--- config.mk ---
export PLATFORM = sky130hd
export DESIGN_NAME = pipeline_stall_ctrl
export DESIGN_NICKNAME = d
export VERILOG_FILES = /design/src/rtl/pipeline_pkg.sv /design/src/rtl/pipeline_stall_ctrl_sat_counter.sv /design/src/rtl/pipeline_stall_ctrl.sv
export SDC_FILE = /design/constraint.sdc
export NUM_CORES = 1
export LEC_CHECK = 0
export BUFFER_PORTS_ARGS = -buffer_cell sky130_fd_sc_hd__buf_2
export CELL_PAD_IN_SITES_DETAIL_PLACEMENT = 1
export CELL_PAD_IN_SITES_GLOBAL_PLACEMENT = 2
export CORE_MARGIN = 2
export CORE_UTILIZATION = 37
export CTS_BUF_LIST = sky130_fd_sc_hd__clkbuf_16
export CTS_CLUSTER_SIZE = 28
export DETAILED_ROUTE_END_ITERATION = 7
export GPL_TIMING_DRIVEN = 0
export PLACE_DENSITY_LB_ADDON = 0.3
export SYNTH_ARGS = -nofsm -noshare
export SYNTH_HDL_FRONTEND = slang
export SYNTH_SLANG_ARGS = --single-unit
export TNS_END_PERCENT = 30
--- constraint.sdc ---
create_clock -name clk -period 6.6 [get_ports clk]
set_input_delay 0.66 -clock clk [delete_from_list [all_inputs] [get_ports clk]]
set_output_delay 0.66 -clock clk [all_outputs]
set_load 0.02 [all_outputs]
--- src/rtl/pipeline_pkg.sv ---
// Shared types and default sizing for the pipeline stall/flush controller.
package pipeline_pkg;

    typedef enum logic [1:0] {
        IDLE,
        FLUSH,
        DRAIN
    } stall_state_e;

    localparam int DEF_NUM_STAGES   = 4;
    localparam int DEF_CNT_W        = 16;
    localparam int DEF_FLUSH_CYCLES = 2;
    localparam int DEF_WD_LIMIT     = 1024;

endpackage

--- src/rtl/pipeline_stall_ctrl_sat_counter.sv ---
// Saturating up-counter with synchronous clear (clear beats increment).
module sat_counter #(
    parameter int CNT_W = 16
) (
    input  logic             clk,
    input  logic             reset,
    input  logic             inc,
    input  logic             clr,
    output logic [CNT_W-1:0] cnt
);

    always_ff @(posedge clk or negedge reset) begin
        if (!reset) begin
            cnt <= '0;
        end else if (clr) begin
            cnt <= '0;
        end else if (inc && (cnt != '1)) begin
            cnt <= cnt + 1'b1;
        end
    end

endmodule

--- src/rtl/pipeline_stall_ctrl.sv ---
// Stall merge, bubble insertion, flush sequencing, per-stage stall
// counters and retire-hang watchdog for an in-order pipeline.
module pipeline_stall_ctrl
    import pipeline_pkg::*;
#(
    parameter int NUM_STAGES   = DEF_NUM_STAGES,
    parameter int CNT_W        = DEF_CNT_W,
    parameter int FLUSH_CYCLES = DEF_FLUSH_CYCLES,
    parameter int WD_LIMIT     = DEF_WD_LIMIT
) (
    input  logic                        clk,
    input  logic                        reset,
    input  logic [NUM_STAGES-1:0]       stall_req,
    input  logic                        flush_req,
    input  logic                        mem_busy,
    input  logic                        perf_clr,
    output logic [NUM_STAGES-1:0]       stall,
    output logic [NUM_STAGES-1:0]       bubble,
    output logic [NUM_STAGES-1:0]       flush,
    output logic                        flushing,
    output logic [NUM_STAGES*CNT_W-1:0] stall_cnt,
    output logic                        hang,
    output logic                        hang_flag
);

    localparam int FCW = (FLUSH_CYCLES > 1) ? $clog2(FLUSH_CYCLES) : 1;
    localparam int WDW = $clog2(WD_LIMIT + 1);
    localparam logic [FCW-1:0] FC_LOAD = FCW'(FLUSH_CYCLES - 1);
    localparam logic [WDW-1:0] WD_MAX  = WDW'(WD_LIMIT);
    localparam logic [WDW-1:0] WD_PRE  = WDW'(WD_LIMIT - 1);

    stall_state_e          state;
    logic [FCW-1:0]        fcnt;
    logic [WDW-1:0]        wd;
    logic [NUM_STAGES-1:0] merged;

    // An older (higher-index) stage blocking holds every younger stage too.
    always_comb begin
        logic acc;
        acc    = 1'b0;
        merged = '0;
        for (int i = NUM_STAGES - 1; i >= 0; i--) begin
            acc       = acc | stall_req[i];
            merged[i] = acc;
        end
    end

    always_comb begin
        stall  = merged;
        bubble = '0;
        flush  = '0;
        if (!reset) begin
            stall = '1;
        end else begin
            unique case (state)
                IDLE: begin
                    for (int i = 0; i < NUM_STAGES - 1; i++) begin
                        bubble[i+1] = merged[i] & ~merged[i+1];
                    end
                end
                FLUSH: begin
                    stall = '1;
                    flush = '1;
                end
                DRAIN: begin
                    stall = '1;
                end
                default: ;
            endcase
        end
    end

    assign flushing = reset && (state != IDLE);

    always_ff @(posedge clk or negedge reset) begin
        if (!reset) begin
            state <= IDLE;
            fcnt  <= '0;
        end else begin
            unique case (state)
                IDLE: begin
                    if (flush_req) begin
                        state <= FLUSH;
                        fcnt  <= FC_LOAD;
                    end
                end
                FLUSH: begin
                    if (flush_req) begin
                        fcnt <= FC_LOAD;
                    end else if (fcnt == '0) begin
                        state <= mem_busy ? DRAIN : IDLE;
                    end else begin
                        fcnt <= fcnt - 1'b1;
                    end
                end
                DRAIN: begin
                    if (flush_req) begin
                        state <= FLUSH;
                        fcnt  <= FC_LOAD;
                    end else if (!mem_busy) begin
                        state <= IDLE;
                    end
                end
                default: state <= IDLE;
            endcase
        end
    end

    // Pulse only on the step into WD_LIMIT; wd parks there afterwards.
    assign hang = reset && !perf_clr && stall[NUM_STAGES-1] && (wd == WD_PRE);

    always_ff @(posedge clk or negedge reset) begin
        if (!reset) begin
            wd        <= '0;
            hang_flag <= 1'b0;
        end else if (perf_clr) begin
            wd        <= '0;
            hang_flag <= 1'b0;
        end else if (!stall[NUM_STAGES-1]) begin
            wd <= '0;
        end else begin
            if (wd != WD_MAX) begin
                wd <= wd + 1'b1;
            end
            if (hang) begin
                hang_flag <= 1'b1;
            end
        end
    end

    for (genvar g = 0; g < NUM_STAGES; g++) begin : g_cnt
        sat_counter #(
            .CNT_W(CNT_W)
        ) u_cnt (
            .clk  (clk),
            .reset(reset),
            .inc  (stall[g]),
            .clr  (perf_clr),
            .cnt  (stall_cnt[g*CNT_W +: CNT_W])
        );
    end

endmodule

Yosys cells after proc, flatten, opt, wreduce, memory -nomap -nowiden
Cells that the tools add are included.

word-level totals
  output and inout bits = 79
  word-level logic and storage cells = 91
  register bits = 79

cells by class
  bitwise operators = 9
  mux-type cells = 31
  equal/unequal tests = 14
  $add $sub $neg = 6
  reduce and logical (&&, ||, !) cells = 23

operator list
  operator                 count
  $mux W16                 8
  $add A16 B1 Y16 const B  4
  $ne A16 B16 Y1 const B   4
  $mux W11                 3
  $mux W4                  4
  $reduce_bool A2 Y1       8
  $mux W2                  6
  $add A11 B1 Y11 const B  1
  $eq A11 B10 Y1 const B   1
  $ne A11 B11 Y1 const B   1
  $logic_and A1 B1 Y1      8
  $mux W1                  6
  $mux W3                  2
  $ne A2 B2 Y1 const B     3
  $pmux W2 S3              1
  $reduce_and A2 Y1        2
  $reduce_and A4 Y1        1
  $reduce_or A2 Y1         2
  $and A1 B1 Y1            3
  $ne A3 B2 Y1 const B     1
  $ne A3 B3 Y1 const B     1
  $not A1 Y1               3
  $or A1 B1 Y1             3
  $eq A2 B1 Y1 const B     1
  other kinds (6)          6

Longest topological paths before layout
Gate-level depths: netlist of the first run.

  depth after elaboration = 10
  gate-level depth with buffers = 8
  mapped depth without buffers = 7

By module
Synthesis of the first run repeated with hierarchy kept, for this count alone.

unflattened totals
  cells, all modules = 502
  area total of the unflattened synthesis = 4,747.1 um2

by module, submodules not included
  module               times used  area each (um2)  seq. area each (um2)  cells each
  sat_counter          4           942.2            400.4                 98
  pipeline_stall_ctrl  1           978.4            375.4                 110

Least setup slack after synthesis of the first run
OpenSTA, ideal clock, no wires.

  path kind = register to output
  start point = register state[0]
  end point = output stall[1]
  cell stages (with the launch flop) = 8
  arrival time = 1.889 ns
  slack = 4.051 ns
  required time = 5.940 ns
  cell sequence = dfrtp_1 -> inv_1 -> ha_1 -> or4b_1 -> buf_4 -> nor2_1 -> inv_1 -> buf_4

between the ends
  cells in the longest elaborated chain, start to end = 4
  elaborated cells between the ends (all ways) = 5
  those cells by class = eq/ne: 2; mux: 2; reduce/logical: 1

RTL lines
  what                                                 RTL line                   RTL
  from (decl)                                          pipeline_stall_ctrl.sv:32  stall_state_e state;
  from (signal assigned)                               pipeline_stall_ctrl.sv:91  state <= mem_busy ? DRAIN : IDLE;
  $eq A2 B2 Y1 / $eq A2 B1 Y1 (equally long branches)  pipeline_stall_ctrl.sv:55  unique case (state)
  $reduce_or A2 Y1 (no line) *                         n/a
  $mux W4 *                                            pipeline_stall_ctrl.sv:55
  $mux W4 *                                            pipeline_stall_ctrl.sv:52  if (!reset) begin
  to (decl)                                            pipeline_stall_ctrl.sv:17  output logic [NUM_STAGES-1:0] stall,

Mark *: on every way between the ends. The rest lies on a longest branch, timed or not.

Worst setup path in the final report of the first run
  start point = register state[0]
  end point = output stall[0]

Same word-level chain as after synthesis.

==> results.py, run 1 <==
metrics = {
    "timing": {
        "tightest_slew_ns": 0.781,
        "timing.slew.headroom_pct": 47.5,
        "hold_viol_final": 0,
        "period_share_pct": 49.8,
        "slew_violations": 0,
        "setup_tns_ns": 0,
        "fmaxAchievable_mhz": 305,
        "whs_ns": 0.305,
        "finClkSkew_ns": 0.00751,
        "setup_ws_ns": 3.32,
        "fin_crit_ns": 3.28,
        "rsz0062_at_grt": "no",
        "finalSetupViolCount": 0,
    },
    "logic_synthesis": {
        "synth-async-reset-ratio_pct": 100,
        "syn_inst": 491,
        "avgSynthCellArea_um2": 9.33,
        "syn-num-nets": 510,
        "synth_seq_cells": 79,
        "ys_seq_area_share_pct": 43.1,
        "synth-edff-count": 0,
        "ys.warnings.count": 0,
        "yosys.area.top_type": "dfrtp_1",
        "synth_top_area_share_pct": 43.1,
        "synth_area_leaders": "dfrtp_1, a21oi_1, o31ai_1",
        "syn_area_um2": 4580,
        "synth_cell_type_count": 51,
        "synth_ff_type": "dfrtp_1",
    },
    "clock_tree": {
        "cts_resized": 0,
        "cts_root_buf": "clkbuf_16",
        "clk_latency_ns": 0.35,
        "cts_tree": "built",
        "clock-sinks": 79,
        "h-tree-depth": 3,
        "cts-buffers-inserted": 9,
        "clk_pin_slew_ns": 0.06,
        "clockBufferDepth": 2,
        "cts_hold_buf": 0,
        "cts_setup_buffers": 0,
    },
    "floorplanning": {
        "die_h_um": 115,
        "start_util_pct": 38.0,
        "row_count": 40,
        "core_area_um2": 12100,
        "io_pins": 88,
        "die_area_um2": 13300,
        "die_x_um": 115,
    },
    "setup_path": {
        "crit_type": "reg -> out",
        "rr_worst_depth": 7,
        "cp-end-kind": "output port",
        "worstPathMaxFanout": 9,
        "crit_required_ns": 5.94,
        "cp.arrival_ns": 2.62,
        "timing.rr.end": "g_cnt[3].u_cnt.cnt[15]",
        "worstSetupStartpointType": "flop",
        "r2r_slack_ns": 3.97,
        "regToRegStartpoint": "state[0]",
    },
    "routing": {
        "viasPerCell": 5.71,
        "detail-route-antenna-nets": 0,
        "drc": 0,
        "wire_per_inst_um": 17.5,
        "wl_um": 13300,
        "vias": 4347,
        "drt-pass1-iter-count": 4,
        "drtIter0Drc": 211,
    },
    "power": {
        "ir_drop_uv": 89.0,
        "p_comb_share_pct": 17.7,
        "swShare_pct": 30.3,
        "clkPwrFrac_pct": 39.2,
        "power.switching_uw": 382,
        "seqPwrFrac_pct": 43.1,
        "p_int_uw": 879,
        "p_leak_uw": 0.00236,
        "power_density_nw_per_um2": 228,
    },
    "global_route": {
        "grt_max_degree": 48,
        "grt_pass1_vias": 4463,
        "antenna_found_initial": 0,
        "grt_first_pass_wirelength_um": 22600,
        "overflow": 0,
        "gr-usage-all-layers_pct": 21.4,
    },
    "run_status": {
        "status": "finished clean",
    },
    "place": {
        "placed_area_um2": 5250,
        "dp_slack_ns": 3.37,
        "hpwl_um": 9700,
        "gp_congestion": 0.800,
        "numPortBuffers": 85,
    },
    "cells_and_area": {
        "design_area_um2": 5540,
        "antenna_cells": 0,
        "layout_common_cells": "buf_2, dfrtp_1, a21oi_1",
        "synthToLayoutAreaGrowth_pct": 20.8,
        "drive_gt1_share_pct": 22.8,
        "final_common_cell": "buf_2",
        "fillerInstances": 1432,
        "final_nets": 607,
        "fin_util_pct": 45.9,
    },
    "run": {
        "cap_violations": 0,
    },
    "worst_hold_path": {
        "worst_hold_path_type": "in -> async",
    },
}
## metal layers
| metal | part of all wire, % | GRT usage [%] | vias up |
|---|---|---|---|
| met5 | 0 | 0 | - |
| met4 | 1.7 | 8.03 | 0 |
| met3 | 3.1 | 3.43 | 16 |
| met2 | 49 | 36.1 | 70 |
| met1 | 46 | 27.6 | 2200 |
| li1 | - | - | 2061 |
## worst max path at each step
stage	startpoint	end	slack (ns)	cells after the start
2_1_floorplan	state[0]	stall[1]	4.05	7
3_3_place_gp	reset	hang	2.23	6
3_5_place_dp	reset	stall[0]	3.37	7
4_1_cts	state[0]	stall[0]	3.29	8
5_1_grt	state[0]	stall[0]	3.10	8
6_report	state[0]	stall[0]	3.32	8
## synth_stat cells, drive strengths merged, types with 5 or more instances
| master | n |
|---|---|
| a21oi | 46 |
| o21ai | 17 |
| nor4b | 5 |
| nand4 | 19 |
| and4 | 9 |
| buf | 14 |
| mux2i | 5 |
| mux2 | 12 |
| o311ai | 5 |
| or4 | 25 |
| xor2 | 5 |
| or3 | 14 |
| o41ai | 6 |
| nand3 | 23 |
| nor2b | 15 |
| o31ai | 25 |
| inv | 17 |
| nor3 | 17 |
| nor2 | 34 |
| nand2 | 34 |
| ha | 10 |
| dfrtp | 79 |
| and3 | 5 |
| nor4 | 12 |
| clkbuf | 10 |
## logic make-up (layout without fill, tap and decap cells)
family / Yosys count / in the layout / synth area share [%]
compound gates: 112 / 112 / 16.2
xor+xnor: 8 / 8 / 1.53
simple gates: 222 / 222 / 27.9
buf+inv: 42 / 144 / 4.34
mux: 17 / 17 / 4.12
fa+ha+maj: 10 / 10 / 2.73
flops: 79 / 79 / 43.1
other cells: 1 / 1 / 0.0818
## stage by stage
stage	instances	total power [uW]
finish	761	1260
global route	761	1330
CTS	761	1280
detailed placement	745	778
global placement	744	765
floorplan	491	693
## worst max-delay path, stage by stage, from the launching register on
cell,delay [ns]
dfrtp_1,0.45
inv_1,0.10
ha_1,0.32
or4b_1,0.47
buf_4,0.20
nor2_1,0.31
inv_1,0.13
buf_4,0.15
buf_2,0.15
## area by class of cell
type / count / area (um^2) / share of cell area [%]
multi-input combinational: 370 / 2410 / 43.5
sequential: 79 / 1980 / 35.7
timing repair buffer: 86 / 455 / 8.23
clock buffer: 9 / 225 / 4.07
tap: 168 / 210 / 3.80
buffer: 24 / 131 / 2.37
inverter: 18 / 67.6 / 1.22
clock inverter: 7 / 63.8 / 1.15
## state kept, by name, indices dropped and copies added, names as in the netlist
signal,cells
g_cnt.u_cnt.cnt,64
fcnt,1
wd,11
state,2
hang_flag,1
## power by group through the flow
stage / clock network [uW] / logic, uW / registers (uW)
2_1_floorplan: 0 / 135 / 558
3_3_place_gp: 0 / 215 / 550
3_5_place_dp: 0 / 227 / 551
4_1_cts: 508 / 227 / 543
5_1_grt: 526 / 251 / 549
6_report: 495 / 223 / 544
Note: power is estimated with default switching activity, not from simulation.
==> run 2, diff against run 1 <==
Settings changed: CORE_UTILIZATION 37 to 31.
Clock period 6.6 ns to 2.95 ns, I/O delays scaled along.
==> run 2 against run 1 <==
  * Hold slack got worse by 0.25 ns
  * First-iteration DRC count is 32% lower
  * Count of clock-buffer cells in the layout is the same
  * Routed wire length grew 4.4%
  * Combinational power rose by 130%
  * Register-to-register slack got worse by 3.7 ns
  * Global-route usage is 2.9 points lower
  * Sequential cell count is the same
  * Non-clock buffer count is 4 higher
  * Clock skew down 0.0029 ns
  * Power up 120%
  * Final cell count rose by 2.6%
  * Largest power group unchanged
  * Highest routed layer unchanged
==> results.py, run 2 (synthesis gave the netlist of run 1 again) <==
metrics = {
    "run_status": {
        "status": "finished clean",
    },
    "cells_and_area": {
        "synthToLayoutAreaGrowth_pct": 22.1,
        "layout_common_cells": "buf_2, dfrtp_1, a21oi_1",
        "largest_register_ffs": 64,
        "multi_input_area_um2": 2420,
        "drive_gt1_share_pct": 22.8,
        "final_nets": 611,
        "seq_area_um2": 1980,
        "final_cells": 781,
        "final_common_cell": "buf_2",
        "antenna_cells": 0,
        "fin_util_pct": 38.6,
        "largestRegisters": "g_cnt.u_cnt.cnt (64), wd (11), state (2)",
        "design_area_um2": 5590,
        "fillerInstances": 1730,
        "regMostFlops": "g_cnt.u_cnt.cnt",
    },
    "global_route": {
        "grt_first_pass_wirelength_um": 23500,
        "antenna_found_initial": 0,
        "overflow": 0,
        "grt_pass1_vias": 4465,
        "gr-usage-all-layers_pct": 18.5,
        "grt_max_degree": 33,
    },
    "routing": {
        "highest_layer": "met4",
        "wl_met3_um": 445,
        "vias": 4380,
        "wl_um": 13900,
        "viasPerCell": 5.61,
        "m1WireLength_um": 6490,
        "wire_per_inst_um": 17.8,
        "drt-pass1-iter-count": 4,
        "drc": 0,
        "wl_met2_um": 6660,
        "detail-route-antenna-nets": 0,
        "drtIter0Drc": 144,
    },
    "place": {
        "place_inst": 761,
        "gp_congestion": 0.756,
        "numPortBuffers": 85,
        "placed_area_um2": 5270,
        "hpwl_um": 9850,
    },
    "setup_path": {
        "crit_required_ns": 2.65,
        "cp.arrival_ns": 2.49,
        "worstPathMaxFanout": 9,
        "cp_top_family": "simple AND/OR/NAND/NOR gates",
        "worstSetupStartpointType": "flop",
        "cp.buffers_inverters": 5,
        "slowest_delay_ns": 0.48,
        "slowest_stage": "or4b_1",
        "cp-end-kind": "output port",
        "crit_type": "reg -> out",
        "path_cells": "inv_1 > ha_1 > or4b_1 > buf_4 > nor2_2 > inv_1 > buf_4 > buf_2",
    },
    "clock_tree": {
        "cts_root_buf": "clkbuf_16",
        "cts-buffers-inserted": 9,
        "clk_latency_ns": 0.35,
        "clk_pin_slew_ns": 0.06,
        "clock-sinks": 79,
        "cts_tree": "built",
        "clockBufferDepth": 2,
        "h-tree-depth": 3,
    },
    "floorplanning": {
        "io_pins": 88,
        "row_count": 44,
        "die_h_um": 126,
        "die_x_um": 126,
        "core_area_um2": 14500,
        "die_area_um2": 15800,
        "start_util_pct": 31.6,
    },
    "timing": {
        "setup_tns_ns": 0,
        "hold_viol_final": 0,
        "period_share_pct": 94.4,
        "finalSetupViolCount": 0,
        "slew_violations": 0,
        "finClkSkew_ns": 0.00459,
        "tightest_slew_ns": 0.982,
        "fin_crit_ns": 2.79,
        "fmaxAchievable_mhz": 359,
        "timing.slew.headroom_pct": 34.3,
        "rsz0062_at_grt": "no",
        "whs_ns": 0.0587,
    },
    "power": {
        "ir_drop_uv": 293,
        "power_density_nw_per_um2": 490,
        "p_leak_uw": 0.00237,
    },
    "worst_hold_path": {
        "worst_hold_path_type": "in -> async",
    },
    "run": {
        "cap_violations": 0,
    },
}
## run 2: cell types whose count changed in the layout (fill, tap and decap cells not counted)
| cell | delta |
|---|---|
| inv_1 | +1 |
| buf_12 | +2 |
| nor2_2 | +1 |
| bufinv_16 | -1 |
| nor2_1 | -2 |
| clkinv_4 | -1 |
| clkinv_1 | +2 |
| dlygate4sd3_1 | +2 |
| clkinv_2 | -1 |
| nor2_4 | +1 |
## run 2: path summary, 6_finish.rpt
kind                           start                endpoint  slack, ns  depth (start not counted)
max                         state[0]                stall[0]       0.16                          8
min                            reset  g_cnt[1].u_cnt.cnt[13]       0.06                          3
max reg2reg                 state[0]  g_cnt[3].u_cnt.cnt[15]       0.30                          7
min reg2reg                hang_flag               hang_flag       0.52                          2
max in group asynchronous      reset   g_cnt[0].u_cnt.cnt[1]       1.51                          3
min in group clk            mem_busy                state[1]       0.20                          3
## run 2: tightest hold or removal path, delay by kind of cell
family	cells	cell delay [ns]
buffers and inverters	3	0.44
## run 2: final cells by class
type	instances	area share, %
multi-input combinational	370	43.2
clock inverter	7	0.559
buffer	24	2.35
tap	184	4.12
sequential	79	35.3
inverter	18	1.21
timing repair buffer	90	9.21
clock buffer	9	4.03
## run 2: routing by layer
metal / GRT usage [%] / vias to the layer above
li1: - / 2075
met1: 24.2 / 2223
met5: 0 / -
met3: 2.95 / 19
met2: 30.4 / 63
met4: 7.91 / 0
## run 2: through the flow
| step | power (uW) | worst slack, ns |
|---|---|---|
| floorplan | 1550 | 0.736 |
| global placement | 1720 | -0.942 |
| detailed placement | 1750 | 0.0168 |
| CTS | 2780 | 0.00196 |
| global route | 2890 | 0.00177 |
| finish | 2740 | 0.165 |
## run 2: where the power goes
group | leakage [uW] | switching [uW] | internal, uW
Sequential | 0.00109 | 79.7 | 1140
Clock | 0.000127 | 457 | 554
Combinational | 0.00116 | 324 | 190
## run 2: timing repair
| item | in CTS | in global routing |
|---|---|---|
| setup buffers | 0 | 0 |
| setup endpoints to repair | 0 | 2 |
| gates resized for setup | 0 | 3 |
| hold endpoints to repair | 32 | 0 |
| hold buffers | 4 | 0 |
